<file path="src/rtl/memory_bus_arbiter.sv">
// memory_bus_arbiter: shares one memory bus among NUM_PORTS masters.
// Round-robin or fixed-priority grant, optional watchdog abort.
module memory_bus_arbiter #(
  parameter int NUM_PORTS      = 2,
  parameter int DATA_WIDTH     = 32,
  parameter int ADDR_WIDTH     = 32,
  parameter int PRIORITY_MODE  = 0,
  parameter int TIMEOUT_CYCLES = 0
) (
  input  logic                             clk,
  input  logic                             rst_n,
  input  logic [NUM_PORTS-1:0]             port_read_request,
  input  logic [NUM_PORTS-1:0]             port_write_request,
  input  logic [NUM_PORTS*ADDR_WIDTH-1:0]  port_addr,
  input  logic [NUM_PORTS*DATA_WIDTH-1:0]  port_write_data,
  output logic [NUM_PORTS*DATA_WIDTH-1:0]  port_read_data,
  output logic [NUM_PORTS-1:0]             port_response,
  output logic [NUM_PORTS-1:0]             port_error,
  output logic                             memory_read_request,
  output logic                             memory_write_request,
  output logic [ADDR_WIDTH-1:0]            memory_addr,
  output logic [DATA_WIDTH-1:0]            memory_write_data,
  input  logic                             memory_response,
  input  logic [DATA_WIDTH-1:0]            memory_read_data,
  output logic                             grant_valid,
  output logic [$clog2(NUM_PORTS)-1:0]     grant_index
);

  localparam int IW = $clog2(NUM_PORTS);

  typedef enum logic [1:0] {
    S_IDLE,
    S_ACCESS,
    S_RELEASE
  } state_t;

  state_t r_state;
  state_t w_state_nxt;

  logic [ADDR_WIDTH-1:0] w_addr  [NUM_PORTS];
  logic [DATA_WIDTH-1:0] w_wdata [NUM_PORTS];
  logic [DATA_WIDTH-1:0] r_rdata [NUM_PORTS];

  logic [NUM_PORTS-1:0] w_pend;
  logic                 w_any;
  logic [IW-1:0]        w_win;
  logic [IW-1:0]        w_idx;
  logic [IW-1:0]        r_last;
  logic [31:0]          r_cnt;
  logic [31:0]          w_cnt_nxt;
  logic                 w_abort;

  for (genvar i = 0; i < NUM_PORTS; i++) begin : g_port
    assign w_addr[i]  = port_addr[i*ADDR_WIDTH +: ADDR_WIDTH];
    assign w_wdata[i] = port_write_data[i*DATA_WIDTH +: DATA_WIDTH];
    assign port_read_data[i*DATA_WIDTH +: DATA_WIDTH] = r_rdata[i];
  end

  assign w_pend    = port_read_request | port_write_request;
  assign w_any     = |w_pend;
  assign w_cnt_nxt = r_cnt + 32'd1;
  assign w_abort   = (TIMEOUT_CYCLES != 0) && !memory_response &&
                     (w_cnt_nxt == 32'(TIMEOUT_CYCLES));

  // Scan from the far end so the nearest pending port is assigned last.
  always_comb begin
    w_win = '0;
    w_idx = '0;
    if (PRIORITY_MODE != 0) begin
      for (int i = NUM_PORTS - 1; i >= 0; i--) begin
        w_idx = IW'(i);
        if (w_pend[w_idx]) w_win = w_idx;
      end
    end else begin
      for (int k = NUM_PORTS; k >= 1; k--) begin
        w_idx = IW'((int'(r_last) + k) % NUM_PORTS);
        if (w_pend[w_idx]) w_win = w_idx;
      end
    end
  end

  always_comb begin
    w_state_nxt = r_state;
    unique case (r_state)
      S_IDLE:    if (w_any) w_state_nxt = S_ACCESS;
      S_ACCESS:  if (memory_response || w_abort) w_state_nxt = S_RELEASE;
      S_RELEASE: w_state_nxt = S_IDLE;
      default:   w_state_nxt = S_IDLE;
    endcase
  end

  always_ff @(posedge clk) begin
    if (!rst_n) r_state <= S_IDLE;
    else        r_state <= w_state_nxt;
  end

  always_ff @(posedge clk) begin
    if (!rst_n) begin
      for (int i = 0; i < NUM_PORTS; i++) r_rdata[i] <= '0;
      port_response        <= '0;
      port_error           <= '0;
      memory_read_request  <= 1'b0;
      memory_write_request <= 1'b0;
      memory_addr          <= '0;
      memory_write_data    <= '0;
      grant_valid          <= 1'b0;
      grant_index          <= '0;
      r_last               <= IW'(NUM_PORTS - 1);
      r_cnt                <= '0;
    end else begin
      port_response <= '0;
      port_error    <= '0;
      unique case (r_state)
        S_IDLE: begin
          if (w_any) begin
            grant_index          <= w_win;
            r_last               <= w_win;
            memory_addr          <= w_addr[w_win];
            memory_write_data    <= w_wdata[w_win];
            memory_write_request <= port_write_request[w_win];
            memory_read_request  <= !port_write_request[w_win];
            grant_valid          <= 1'b1;
            r_cnt                <= '0;
          end
        end
        S_ACCESS: begin
          r_cnt <= w_cnt_nxt;
          if (memory_response || w_abort) begin
            memory_read_request        <= 1'b0;
            memory_write_request       <= 1'b0;
            grant_valid                <= 1'b0;
            port_response[grant_index] <= 1'b1;
            // A real response wins over a watchdog hit in the same cycle.
            if (memory_response) begin
              if (!memory_write_request)
                r_rdata[grant_index] <= memory_read_data;
            end else begin
              r_rdata[grant_index]    <= '0;
              port_error[grant_index] <= 1'b1;
            end
          end
        end
        default: ;
      endcase
    end
  end

endmodule

</file>
<file path="config.mk">
export PLATFORM = sky130hd
export DESIGN_NAME = memory_bus_arbiter
export DESIGN_NICKNAME = d
export VERILOG_FILES = /design/src/rtl/memory_bus_arbiter.sv
export SDC_FILE = /design/constraint.sdc
export NUM_CORES = 1
export LEC_CHECK = 0
export CORE_ASPECT_RATIO = 0.5
export CORE_UTILIZATION = 40
export CTS_CLUSTER_DIAMETER = 80
export DETAILED_ROUTE_END_ITERATION = 6
export PLACE_DENSITY = 0.87
export SLEW_MARGIN = 20
export SYNTH_ARGS = -nofsm -noshare
export SYNTH_HDL_FRONTEND = slang
export SYNTH_SLANG_ARGS = --single-unit
</file>
<file path="constraint.sdc">
create_clock -name clk -period 9.4 [get_ports clk]
set_input_delay 0.94 -clock clk [delete_from_list [all_inputs] [get_ports clk]]
set_output_delay 0.94 -clock clk [all_outputs]
set_load 0.01 [all_outputs]
</file>
## Word-level counts from Yosys, hierarchy flattened

Memories as Yosys holds them, arrays and structs flattened.
Index checks and enable logic that the tools add are counted.

| storage, ports and cells | value |
|---|---|
| input bits | 167 |
| memories | 1 |
| bits in registers | 73 |
| bits in writable memories | 64 |
| logic and storage cells | 68 |
| output and inout port bits | 136 |

Memory list:

| memory | words | width | read ports | clocked after memory_dff | wr ports | RTL line | RTL |
|---|---|---|---|---|---|---|---|
| r_rdata | 2 | 32 | 2 | 0 | 2 | 42 | `logic [DATA_WIDTH-1:0] r_rdata [NUM_PORTS];` |

| cells by class | value |
|---|---|
| magnitude comparators | 6 |
| equal/unequal tests | 3 |
| bitwise operators | 2 |
| reductions and logical operators | 10 |
| add/subtract/negate cells | 2 |
| muxes and demuxes | 35 |

Operators with widths:

| cell | number |
|---|---|
| $mux 32 | 7 |
| $reduce_or 32->1 | 1 |
| $mux 1 | 21 |
| $lt 1x2->1 const B | 4 |
| $pmux 1 s2 | 3 |
| $reduce_and 3->1 | 2 |
| $mux 2 | 2 |
| $ne 2x2->1 const B | 2 |
| $pmux 2 s2 | 1 |
| $reduce_and 2->1 | 2 |
| $add 1x1->1 const B | 2 |
| $eq 2x1->1 const B | 1 |
| $ge 2x2->1 const B | 1 |
| $logic_not 2->1 | 1 |
| $not 1->2 | 1 |
| $or 2x2->2 | 1 |
| $reduce_bool 2->1 | 1 |
| $reduce_or 2->1 | 1 |
| $demux 1 s1 | 1 |
| $ge 1x1->1 const B | 1 |
| $logic_and 1x1->1 | 1 |
| $logic_not 1->1 | 1 |

## Depth between registers and ports, before layout

| logic depth | value |
|---|---|
| depth after elaboration | 10 |
| gate-level depth with buffers | 6 |
| depth with buffers taken out | 4 |

## Least setup slack after synthesis

No wires, ideal clock.

| timing | value |
|---|---|
| path kind | input to register |
| start point | input port rst_n |
| end point | memory r_rdata[1][0] (enable) |
| path slack | 5.409 ns |
| buffers on the path | 1 |
| setup time | 0.466 ns |
| stages | 3 |
| arrival | 3.526 ns |
| cells stage by stage | buf_2 -> nand3_1 -> o21ai_0 |

RTL lines:

| what | RTL line | RTL |
|---|---|---|
| start: declaration | 11 | `input logic rst_n,` |
| end: declaration | 42 |  |

==> impl_metrics.toml <==
[detailed_routing]
drt-initial-drc-count = 416
wl_um = 15840
drtPass1Iterations = 7
viasPerCell = 5.003
dr_total_vias = 5013
drc = 12
wl_per_cell_um = 15.81
detail-route-antenna-nets = 0

[clock_network]
clock_path_buffers = 2
root_buffer = "clkbuf_16"
cts_resized = 0
clkTransAtPathRegs_ns = 0.06
cts_tree = "done"
clock_sinks = 137
ctsHtreeMaxLevel = 4
insertion_delay_ns = 0.40
ctsHoldBuffers = 0
cts_setup_buffers = 0
cts_made_buffers = 17

[global_route]
first_global_vias = 5037
track_usage_pct = 22.65
grt_max_degree = 76
grt_pass1_wl_um = 25310
antenna_found_initial = 0
grt_overflow_total = 0

[synthesis]
syn_inst = 536
synth_edf_count = 64
ys_top_cells_by_area = "edfxtp_1 35%, dfxtp_1 27%, nand2_1 9.1%"
ys_ff_latch = 137
ys_types = 28
synth_top_cell_area_share_pct = 35.48
synth_commonest_cells = "131 x nand2_1, 73 x dfxtp_1, 66 x o21ai_0"
synth_flop_cell = "dfxtp_1"
synth-warning-count = 0
syn_avg_cell_area_um2 = 10.11
synth_area_um2 = 5416
yosysMostFrequentCell = "nand2_1"
synth_seq_area_share_pct = 62.46
yosysTopAreaCell = "edfxtp_1"
async_reset_ff_share_pct = 0

[finish]
nNetsFinal = 986
layout-area-overhead-vs-synth_pct = 67.45
drive_above_1_share_pct = 5.409
antenna_cells = 0

[critical_path]
critPathRequiredTime_ns = 9.45
crit_path_max_fanout = 75
slowest_stage = "nor3_4"
rrSetupSlack_ns = 6.95
cpMostUsedCell = "buf_4"
arrival_ns = 3.23
crit_family = "simple AND/OR/NAND/NOR gates"
path_class = "in2reg"
crit_path_max_incr_delay_ns = 0.76
crit_start = "rst_n"
crit_buf_inv = 3
path_cells = "buf_2, buf_4, nand2_1, nor3_4, nand2b_1, buf_4"
worst_setup_path_end_kind = "flip-flop"
startpoint_type = "input pin"
r2r_start = "r_state[0]"

[sta]
slew_viol_final = 0
finalCritPeriodShare_pct = 33.85
rsz0062_at_grt = "false"
period_needed_ns = 3.182
max_slew_margin_pct = 39.01
hold_viol = 0
clock_skew_ns = 0.008912
setup_tns_ns = 0
setup_viol = 0
clock.fmax_ghz = 0.3142
tightest_slew_ns = 0.9119
setup_slack_ns = 6.218

[floorplanning]
dieWidth_um = 166.6
io_pins = 303
core_um2 = 12920
start_util_pct = 41.93
floorplan.rows = 29
die-area_um2 = 14040
die_h_um = 84.29

[flow_run]
cap_violations = 0

[place]
numPortBuffers = 300
dp_hpwl_um = 11170
dp_slack_ns = 5.849
gp_congestion = 0.7697

[pwr]
p_leak_nw = 3.446
p_switching_w = 0.0004423
p_clk_share_pct = 37.4
combPwrFrac_pct = 19.9
peakVddDrop_v = 0.0001092
power.total_w = 0.001651
p_sw_share_pct = 26.79
power_density_nw_per_um2 = 182.1
p_int_w = 0.001209
seqPwrFrac_pct = 42.6

[run_status]
status = "finished with violations"
violations = "DRC"

[min_path]
min-delay-path-class = "reg2reg"
min_from = "memory_read_request"
## metal layers
metal	share of wire, %	track usage (%)
met1	40	25.60
met2	52	41.71
met3	5.6	5.281
met4	2.5	9.175
met5	0	0
## final timing paths
check	to	cells past startpoint
max	r_rdata[0][7]	6
min	memory_read_request	2
max reg2reg	r_rdata[0][7]	5
min reg2reg	memory_read_request	2
## metrics by stage
| step | hold WS [ns] | util, % | instances | instance area, um2 |
|---|---|---|---|---|
| 3_3_place_gp | 0.4710 | 65.76 | 969 | 8494 |
| 2_1_floorplan | 0.4694 | - | 537 | 5420 |
| 6_report | 0.4966 | 70.22 | 1002 | 9070 |
| 3_5_place_dp | 0.4793 | 65.76 | 969 | 8494 |
| 4_1_cts | 0.4900 | 70.05 | 1001 | 9049 |
| 5_1_grt | 0.5447 | 70.22 | 1002 | 9070 |
## area by class of cell
cell class              count  area, um2
clock inverters            14      125.1
flip-flops and latches    137       3383
repair buffers            306       3050
inverters                   2      7.507
fillers                   950       3847
well taps                 170      212.7
multi-input cells         355       1862
clock buffers              18      429.2
## cell usage in the layout, fill, tap and decap left out, types with 4 or more instances in the layout
master,instances
inv_6,8
nand2b_1,4
dfxtp_1,73
clkbuf_16,17
nand3_1,4
nand2_1,131
and2_1,64
a31oi_1,64
edfxtp_1,64
clkdlybuf4s50_1,299
o21ai_0,65
nor2_1,4
buf_4,5
## tightest hold or removal path: cells and delay by family (launching register included)
| family | cells | cell delay, ns |
|---|---|---|
| flip-flops | 1 | 0.31 |
| AO/OA/AOI/OAI | 1 | 0.07 |
| AND/OR/NAND/NOR | 1 | 0.06 |
## power groups by stage
stage	clock [W]	combinational, W	sequential (W)
2_1_floorplan	0	0.000107	0.000739
3_3_place_gp	0	0.000323	0.000714
3_5_place_dp	0	0.000329	0.000716
4_1_cts	0.000632	0.000330	0.000705
5_1_grt	0.000657	0.000356	0.000711
6_report	0.000618	0.000329	0.000704
## logic make-up (layout without fill, tap and decap cells)
| group | after synthesis | count (layout) | share of synthesized area [%] |
|---|---|---|---|
| compound gates | 138 | 138 | 14.90 |
| buf+inv | 45 | 340 | 3.881 |
| flops | 137 | 137 | 62.46 |
| other cells | 1 | 2 | 0.06923 |
| simple gates | 215 | 215 | 18.69 |
## registers in the layout (all words and copies together) (netlist names)
| register | flops |
|---|---|
| memory_write_request | 1 |
| memory_addr | 32 |
| r_state | 2 |
| grant_valid | 1 |
| grant_index | 1 |
| memory_read_request | 1 |
| port_response | 2 |
| memory_write_data | 32 |
| r_rdata | 64 |
| r_last | 1 |
(Power assumes the default switching activity.)
==> edit: new RTL, config.mk and constraints unchanged <==
Re-encode `state_t` (3 states) as one-hot, 3 bits wide.
--- a/src/rtl/memory_bus_arbiter.sv
+++ b/src/rtl/memory_bus_arbiter.sv
@@ -29,8 +29,8 @@
   localparam int IW = $clog2(NUM_PORTS);
 
-  typedef enum logic [1:0] {
-    S_IDLE,
-    S_ACCESS,
-    S_RELEASE
+  typedef enum logic [2:0] {
+    S_IDLE    = 3'b001,
+    S_ACCESS  = 3'b010,
+    S_RELEASE = 3'b100
   } state_t;
 
Behaviour: same outputs for any inputs over 4 cycles, from zero or initial values and one cycle with rst_n low; so few cycles prove little.
==> edit against the original RTL <==
Register-to-register slack improved by 20 ps; via count increased by 2.1%; wire length increased by 6.3%; design area increased by 0.37%; power increased by 9.7%; critical path depth unchanged; sequential cell count increased by 1; core utilization decreased by 0.13 points; die area increased by 0.64%; synthesized cell count increased by 0.93%; sequential share of layout area increased by 0.081 points; setup slack got worse by 63 ps; area after synthesis increased by 0.65%; highest routed layer unchanged.
==> edit: results (changes against the original RTL) <==
Detailed-route wire length on metal 1: 6.810 mm (+8.0%). The number of antenna violations at the first check in global routing came out at 0 (unchanged). Cell with the largest stage delay on the worst path: nand2b_2.

The sum of met3 wire segment lengths after detailed routing is 928 um (+4.2%), and the worst voltage drop across the vdd grid is 0.1205 mV (+10%). For the wire length of the first global-routing pass, the log shows 26.38 mm (+4.2%). The number of nets in the layout was 989 (+0.30%). The commonest cells after synthesis are a21oi_1 (128), dfxtp_1 (74), nand2_1 (69). The transition time at the pin with the least slew margin is 845.4 ps (-66.42 ps). The post-CTS setup buffer count came out at 0 (unchanged). The maximum single-stage delay on the critical path was 710 ps (-50 ps).

Yosys attributes the largest share of cell area to edfxtp_1 (35%), dfxtp_1 (27%), a21oi_1 (12%). The detailed router used layers up to and including met4. The half-perimeter wire length of the detailed placement result is 11.33 mm (+1.4%).

The flow ran to the end, and the final reports show no timing, DRC or antenna violations. The first-pass detailed-route iteration total came out at 5 (-2). The largest driver fanout on the critical path is 74 (-1.3%). For the sum of met2 wire segment lengths after detailed routing, the log shows 8.660 mm (+5.0%).

The number of cell instances on the worst register-to-register path came out at 5 (unchanged). Aggregate global-route resource usage: 0.2371 (+0.01051). The iteration-0 DRC count of the detailed router was 413 (-0.72%). The run gives 11.76 ps (+2.853 ps) as the final clock skew. The run gives 0.8251 (+7.2%) as the global placement routability congestion. The logs give 0.003488 uW (+1.2%) for the leakage dissipation and 5116 (+2.1%) for the routed via count. The filler cell count in the final layout is 931 (-2.0%), and the number of standard cells in the layout, taps in and fillers out is 1005 (+0.30%).

The logs give 30 (+7.1%) for the post-synthesis cell type count and 0.008518 mm2 (+0.28%) for the placed instance area. The fraction of layout instances using a drive strength above 1 is 0.05749 (+0.003398). The tools report the largest net degree at the start of global routing as 75 (-1.3%). The tools report the endpoint arrival time on the critical path as 3270 ps (+40 ps). The detailed-route wire length came out at 16.84 mm (+6.3%).

The sequential area share after synthesis was 0.6243 (about the same). The tree is rooted in a clkbuf_16. The most used standard cell by instance count after synthesis is a21oi_1.
[edit: cell types whose count changed after synthesis, moves of 6 or more]
cell	change
clkbuf_1	+9
a21oi_1	+126
nand2_1	-62
a31oi_1	-62
clkbuf_2	-6
o21ai_0	-9
o21ai_1	+11
buf_2	-8
[edit: final timing paths]
kind                             from                  end
setup reg to reg           r_state[0]       r_rdata[1][18]
setup / recovery                rst_n       r_rdata[1][18]
hold / removal    memory_read_request  memory_read_request
hold reg to reg   memory_read_request  memory_read_request
[edit: cells by family after synthesis]
group                  share of synthesized area
and+or+nand+nor                           0.1455
DFF                                       0.6243
buffers and inverters                    0.04154
AOI/OAI and AO/OA                         0.1880
other                                  0.0006879
[edit: critical path: cells and delay by family]
family	cells	cell delay (ps)
buffers and inverters	2	820
and+or+nand+nor	4	1460
[edit: area by class of cell]
class / instances / area [um2] / share of cell area
multi-input combinational: 358 / 1863 / 0.2046
tap: 170 / 212.7 / 0.02336
timing repair buffer: 305 / 3038 / 0.3337
inverter: 2 / 7.507 / 0.0008246
sequential: 138 / 3403 / 0.3738
clock buffer: 17 / 425.4 / 0.04673
clock inverter: 15 / 153.9 / 0.01690
[edit: through the flow]
step                      power [uW]  hold slack [ps]  worst slack [ps]
after floorplan                928.3            461.3              6501
after global placement          1153            462.7              5579
final                           1811            470.3              6155
after detailed placement        1163            469.6              5501
after CTS                       1819            477.5              5818
after global routing            1888            510.7              5940
[edit: power by group]
part / leakage [uW] / total [uW] / internal [uW] / switching, uW
registers: 0.00128 / 730 / 696 / 34.8
logic: 0.00193 / 424 / 220 / 204
clock network: 0.000282 / 657 / 376 / 281
total: 0.00349 / 1810 / 1290 / 519
[edit: layer usage]
metal  global-route usage  up-vias
li1                     -     2453
met1               0.2769     2419
met2               0.4237      207
met3              0.05516       37
met4              0.09764        0
met5                    0        -
